$ cat config.mk
export PLATFORM = sky130hd
export DESIGN_NAME = progmem_loader
export DESIGN_NICKNAME = d
export VERILOG_FILES = /design/src/rtl/riscv_pkg.sv /design/src/rtl/progmem_loader_byte_packer.sv /design/src/rtl/progmem_loader.sv
export SDC_FILE = /design/constraint.sdc
export NUM_CORES = 1
export LEC_CHECK = 0
export BUFFER_PORTS_ARGS = -buffer_cell sky130_fd_sc_hd__buf_2
export CAP_MARGIN = 0
export CORE_MARGIN = 5
export CORE_UTILIZATION = 46
export CTS_CLUSTER_DIAMETER = 80
export CTS_CLUSTER_SIZE = 40
export DETAILED_ROUTE_END_ITERATION = 8
export PLACE_DENSITY = 0.81
export SYNTH_ARGS = -nofsm -noshare
export SYNTH_HDL_FRONTEND = slang
export SYNTH_SLANG_ARGS = --single-unit
$ cat constraint.sdc
create_clock -name clk -period 2.9 [get_ports clk]
set_clock_uncertainty 0.05 [all_clocks]
set_input_delay 0.58 -clock clk [delete_from_list [all_inputs] [get_ports clk]]
set_output_delay 0.58 -clock clk [all_outputs]
set_load 0.02 [all_outputs]
$ cat src/rtl/riscv_pkg.sv
// Shared definitions for the program-memory boot loader and its byte packer.
package riscv_pkg;

  localparam int unsigned WORD_W         = 32;
  localparam int unsigned BYTES_PER_WORD = 4;
  localparam int unsigned PMEM_DEPTH     = 32;
  localparam int unsigned LANE_IDX_W     = $clog2(BYTES_PER_WORD);

  typedef enum logic [1:0] {
    IDLE = 2'd0,
    LOAD = 2'd1,
    DONE = 2'd2,
    RUN  = 2'd3
  } loader_state_e;

endpackage

$ cat src/rtl/progmem_loader_byte_packer.sv
// Packs accepted stream bytes little-endian into one word and flags the
// handshake that completes it.
module byte_packer
  import riscv_pkg::*;
(
  input  logic              clk,
  input  logic              rst,
  input  logic              clr_i,
  input  logic              hs_i,
  input  logic [7:0]        byte_i,
  output logic [WORD_W-1:0] word_o,
  output logic              word_done_o
);

  logic [BYTES_PER_WORD-1:0][7:0] lane_q, lane_d;
  logic [LANE_IDX_W-1:0]          idx_q, idx_d;

  always_comb begin
    lane_d = lane_q;
    idx_d  = idx_q;
    if (clr_i) begin
      lane_d = '0;
      idx_d  = '0;
    end else if (hs_i) begin
      lane_d[idx_q] = byte_i;
      idx_d         = idx_q + LANE_IDX_W'(1);
    end
  end

  always_ff @(posedge clk) begin
    if (rst) begin
      lane_q <= '0;
      idx_q  <= '0;
    end else begin
      lane_q <= lane_d;
      idx_q  <= idx_d;
    end
  end

  // The completed word sits in lane_q for the cycle after its last byte,
  // which is exactly the cycle the memory write is issued.
  assign word_o      = lane_q;
  assign word_done_o = hs_i && (idx_q == LANE_IDX_W'(BYTES_PER_WORD - 1));

endmodule

$ cat src/rtl/progmem_loader.sv
// Boot loader: streams bytes into program memory word by word, then hands the
// memory port to the core fetch stage and releases the core.
module progmem_loader
  import riscv_pkg::*;
#(
  parameter int unsigned DEPTH  = PMEM_DEPTH,
  parameter int unsigned ADDR_W = $clog2(DEPTH)
) (
  input  logic              clk,
  input  logic              rst,
  input  logic              start,
  input  logic [ADDR_W:0]   word_count,
  input  logic              s_valid,
  input  logic [7:0]        s_data,
  output logic              s_ready,
  output logic              core_run,
  input  logic              core_rd_en,
  input  logic [ADDR_W-1:0] core_addr,
  output logic [WORD_W-1:0] core_rdata,
  output logic              core_gnt,
  output logic              mem_en,
  output logic              mem_we,
  output logic [ADDR_W-1:0] mem_addr,
  output logic [WORD_W-1:0] mem_wdata,
  input  logic [WORD_W-1:0] mem_rdata,
  output logic              busy,
  output logic              done,
  output logic              err
);

  localparam logic [ADDR_W:0] DEPTH_CNT = (ADDR_W + 1)'(DEPTH);

  loader_state_e     state_q, state_d;
  logic [ADDR_W:0]   words_left_q, words_left_d;
  logic [ADDR_W-1:0] word_addr_q, word_addr_d;
  logic              wr_q, wr_d;
  logic              err_q, err_d;

  logic              start_ok;
  logic              load_begin;
  logic              hs;
  logic              pk_done;
  logic [WORD_W-1:0] pk_word;

  assign start_ok   = start && (word_count != '0) && (word_count <= DEPTH_CNT);
  assign load_begin = start_ok && ((state_q == IDLE) || (state_q == RUN));
  assign hs         = s_valid && s_ready;

  byte_packer u_packer (
    .clk         (clk),
    .rst         (rst),
    .clr_i       (load_begin),
    .hs_i        (hs),
    .byte_i      (s_data),
    .word_o      (pk_word),
    .word_done_o (pk_done)
  );

  always_comb begin
    state_d      = state_q;
    words_left_d = words_left_q;
    word_addr_d  = word_addr_q;
    wr_d         = 1'b0;
    err_d        = 1'b0;

    // Counters advance at the end of each write cycle; a new start below
    // overrides them, and a write is never pending in IDLE or RUN.
    if (wr_q) begin
      word_addr_d  = word_addr_q + ADDR_W'(1);
      words_left_d = words_left_q - (ADDR_W + 1)'(1);
    end

    unique case (state_q)
      IDLE, RUN: begin
        if (start) begin
          if (start_ok) begin
            state_d      = LOAD;
            words_left_d = word_count;
            word_addr_d  = '0;
          end else begin
            err_d = 1'b1;
          end
        end
      end
      LOAD: begin
        if (pk_done) begin
          wr_d = 1'b1;
          if (words_left_q == (ADDR_W + 1)'(1)) state_d = DONE;
        end
      end
      DONE:    state_d = RUN;
      default: state_d = IDLE;
    endcase
  end

  always_ff @(posedge clk) begin
    if (rst) begin
      state_q      <= IDLE;
      words_left_q <= '0;
      word_addr_q  <= '0;
      wr_q         <= 1'b0;
      err_q        <= 1'b0;
    end else begin
      state_q      <= state_d;
      words_left_q <= words_left_d;
      word_addr_q  <= word_addr_d;
      wr_q         <= wr_d;
      err_q        <= err_d;
    end
  end

  always_comb begin
    mem_en    = 1'b0;
    mem_we    = 1'b0;
    mem_addr  = '0;
    mem_wdata = '0;
    if (wr_q) begin
      mem_en    = 1'b1;
      mem_we    = 1'b1;
      mem_addr  = word_addr_q;
      mem_wdata = pk_word;
    end else if (state_q == RUN) begin
      mem_en   = core_rd_en;
      mem_addr = core_addr;
    end
  end

  assign s_ready    = (state_q == LOAD);
  assign core_run   = (state_q == RUN);
  assign core_gnt   = (state_q == RUN);
  assign busy       = (state_q == LOAD) || (state_q == DONE);
  assign done       = (state_q == DONE);
  assign err        = err_q;
  assign core_rdata = mem_rdata;

endmodule

==> impl_metrics.json <==
{
  "htreeDepth": 2,
  "synth_fp_nets": 360,
  "synth_top_family_by_area": "simple AND/OR/NAND/NOR gates",
  "async_reset_ff_share_pct": 0,
  "fin_ws_ns": 0.468,
  "post_cts_resized": 0,
  "finalHoldViolCount": 0,
  "core_area_um2": 5540,
  "die-area_um2": 7350,
  "reg2reg_from": "wr_q$_SDFF_PP0_",
  "synth_flop_cell": "dfxtp_1",
  "cts_setup_buffers": 0,
  "dpl.hpwl_mm": 4.21,
  "dr.pass1.iters": 4,
  "synth_edf_count": 0,
  "antenna_found_initial": 0,
  "clkTransAtPathRegs_ns": 0.10,
  "synth_fa_ha_area_share_pct": 4.74,
  "synth_area_per_cell_um2": 8.98,
  "drt_iter0_markers": 102,
  "startpoint": "wr_q$_SDFF_PP0_",
  "die_h_um": 85.8,
  "syn_to_final_growth_pct": 9.00,
  "r2r_slack_ns": 0.83,
  "grt_pass1_vias": 1991,
  "initial_core_util_pct": 47.7,
  "endpoint": "mem_wdata[15]",
  "critical-path-top-delay-family": "flip-flops",
  "powerDensity_nw_per_um2": 569,
  "cts_tree": "built",
  "routed_via_density": 5.14,
  "vdd_drop_max_mv": 0.261,
  "syn_inst": 294,
  "overflow": 0,
  "fin_tns_setup_ns": 0,
  "rows": 27,
  "ys_warn_count": 0,
  "num-nets-final": 391,
  "grt_max_degree": 40,
  "p_leak_nw": 1.45,
  "slew_headroom_pct": 52.5,
  "worstPathMaxFanout": 32,
  "root_buffer": "clkbuf_8",
  "insertion_delay_ns": 0.31,
  "pre_cts_ws_ns": 0.524,
  "min_period_ns": 2.43,
  "grt_pass1_wl_mm": 9.33,
  "drive_gt1_share_pct": 26.4,
  "timing.rr.end": "words_left_q[5]$_SDFF_PP0_",
  "cp-start-kind": "flip-flop",
  "crit_path_end_kind": "primary output",
  "port_buffers": 68,
  "min_period_over_period_pct": 83.9,
  "max_stage_delay_ns": 0.72,
  "io_pins": 133,
  "synthSimpleGateAreaFrac_pct": 21.5,
  "drc": 0,
  "cp_num_buf_inv": 2,
  "gp_congestion": 0.838,
  "synth_area_leaders": "dfxtp_1 37%, mux2i_1 9.9%, buf_4 9.7%",
  "cp_slowest_cell": "dfxtp_1",
  "syn-cell-area_um2": 2640,
  "grt.total_usage_pct": 15.8,
  "drv_cap": 0,
  "fmax_mhz": 411,
  "num_antenna_cells": 0,
  "path_depth": 3,
  "cts_sinks": 49,
  "yosysSeqAreaShare_pct": 37.2,
  "rsz0062_at_grt": "false",
  "slew_viol_final": 0,
  "synth_mux_area_share_pct": 9.86,
  "synth_compound_area_share_pct": 10.1,
  "synth_seq_cells": 49,
  "synth_top_area_cell": "dfxtp_1",
  "cts_buffers": 5,
  "r2r_cells": 4,
  "outcome": "finished clean",
  "hp-class": "reg2reg",
  "arrival_ns": 1.80,
  "drtAntennaViolNets": 0,
  "yosysTopAreaCellShare_pct": 37.2,
  "post_drt_wl_per_cell_um": 14.5,
  "synth_cell_types": 40,
  "clockBufferDepth": 2,
  "yosys.area_share.xor_xnor_pct": 3.32,
  "critPathKind": "reg2out",
  "dr_total_vias": 2045,
  "cts_hold_buffers": 0,
  "worst_pin_slew_ns": 0.705,
  "cp.required_ns": 2.27,
  "fp.dieW_um": 85.8,
  "path_cells": "buf_4, and2_1, buf_2",
  "setup_viol": 0,
  "wl_mm": 5.78
}
## registers in the layout (all words and copies together), names as in the netlist
name and count:
word_addr_q 5, u_packer.word_o 32, state_q 2, words_left_q 6
wr_q 1, u_packer.idx_q 2, err 1
## layer usage
layer | track usage, % | routed length, um | share of wire (%)
met1 | 18.4 | 2440 | 42
met2 | 25.9 | 2800 | 48
met3 | 4.80 | 411 | 7.1
met4 | 8.49 | 134 | 2.3
met5 | 0 | 0 | 0
## Yosys cell counts, types with 3 or more instances
cell type  count
o31ai_1        4
nand2_1       22
clkbuf_1       8
dfxtp_1       49
mux2i_1       26
xor2_1         5
nand3_1        6
buf_4         34
xnor2_1        5
inv_1         11
a21oi_1       10
nand4_1        4
and2_1        32
nor4_1         3
ha_1          10
nor2_1        33
a22o_1         5
## worst min path at each step
stage,from,end,slack (ns),cells past startpoint
2_1_floorplan,u_packer.word_o[24]$_SDFFE_PP0P_,u_packer.word_o[24]$_SDFFE_PP0P_,0.38,2
3_3_place_gp,u_packer.word_o[27]$_SDFFE_PP0P_,u_packer.word_o[27]$_SDFFE_PP0P_,0.39,2
3_5_place_dp,u_packer.word_o[27]$_SDFFE_PP0P_,u_packer.word_o[27]$_SDFFE_PP0P_,0.39,2
4_1_cts,u_packer.word_o[27]$_SDFFE_PP0P_,u_packer.word_o[27]$_SDFFE_PP0P_,0.41,2
5_1_grt,u_packer.word_o[27]$_SDFFE_PP0P_,u_packer.word_o[27]$_SDFFE_PP0P_,0.42,2
6_report,u_packer.word_o[27]$_SDFFE_PP0P_,u_packer.word_o[27]$_SDFFE_PP0P_,0.41,2
## worst min-delay path, cell delays in order, from the launching register on
cell	delay [ns]
dfxtp_1	0.32
nand2_1	0.05
a21oi_1	0.05
## where the power goes
group	internal (mW)	switching [mW]
Clock	0.171	0.233
Combinational	0.182	0.301
Sequential	0.718	0.0341
Total	1.07	0.568
## stage by stage
stage / hold slack, ns / cells / cell area, um2 / util, % / total power [mW]
after floorplan: 0.382 / 294 / 2640 / - / 1.19
after global placement: 0.388 / 390 / 2790 / 50.3 / 1.23
final: 0.406 / 398 / 2880 / 51.9 / 1.64
after global routing: 0.416 / 398 / 2880 / 51.9 / 1.74
after detailed placement: 0.392 / 390 / 2790 / 50.3 / 1.25
after CTS: 0.406 / 398 / 2880 / 51.9 / 1.65
## cells in the final DEF, fill, tap and decap left out, types with 2 or more instances in the layout
master    Yosys  routed
a22o_1        5       5
nor3_1        2       2
buf_2         2      68
xnor2_1       5       5
o31ai_1       4       4
clkbuf_8      0       5
and3_1        2       2
mux2i_1      26      26
nand2_1      22      22
nor4_1        3       3
nand4_1       4       4
and2_1       32      32
xor2_1        5       5
a21oi_1      10      10
inv_1        11      11
nor2_1       33      33
dfxtp_1      49      49
nand3_1       6       6
o211ai_1      2       2
ha_1         10      10
## logic make-up (layout without fill, tap and decap cells)
group / Yosys count / count (layout)
AO/OA/AOI/OAI: 32 / 32
adder cells (fa/ha/maj): 10 / 10
flip-flops: 49 / 49
AND/OR/NAND/NOR: 110 / 110
multiplexers: 26 / 26
XOR/XNOR: 10 / 10
buffers and inverters: 57 / 89
## final cells by class
cell class,count,area [um2]
inverter,11,41.3
timing repair buffer,70,368
multi-input combinational,188,1310
tap,72,90.1
sequential,49,981
clock inverter,3,21.3
clock buffer,5,68.8
fill,518,2660
Note: power is estimated with default switching activity, not from simulation.
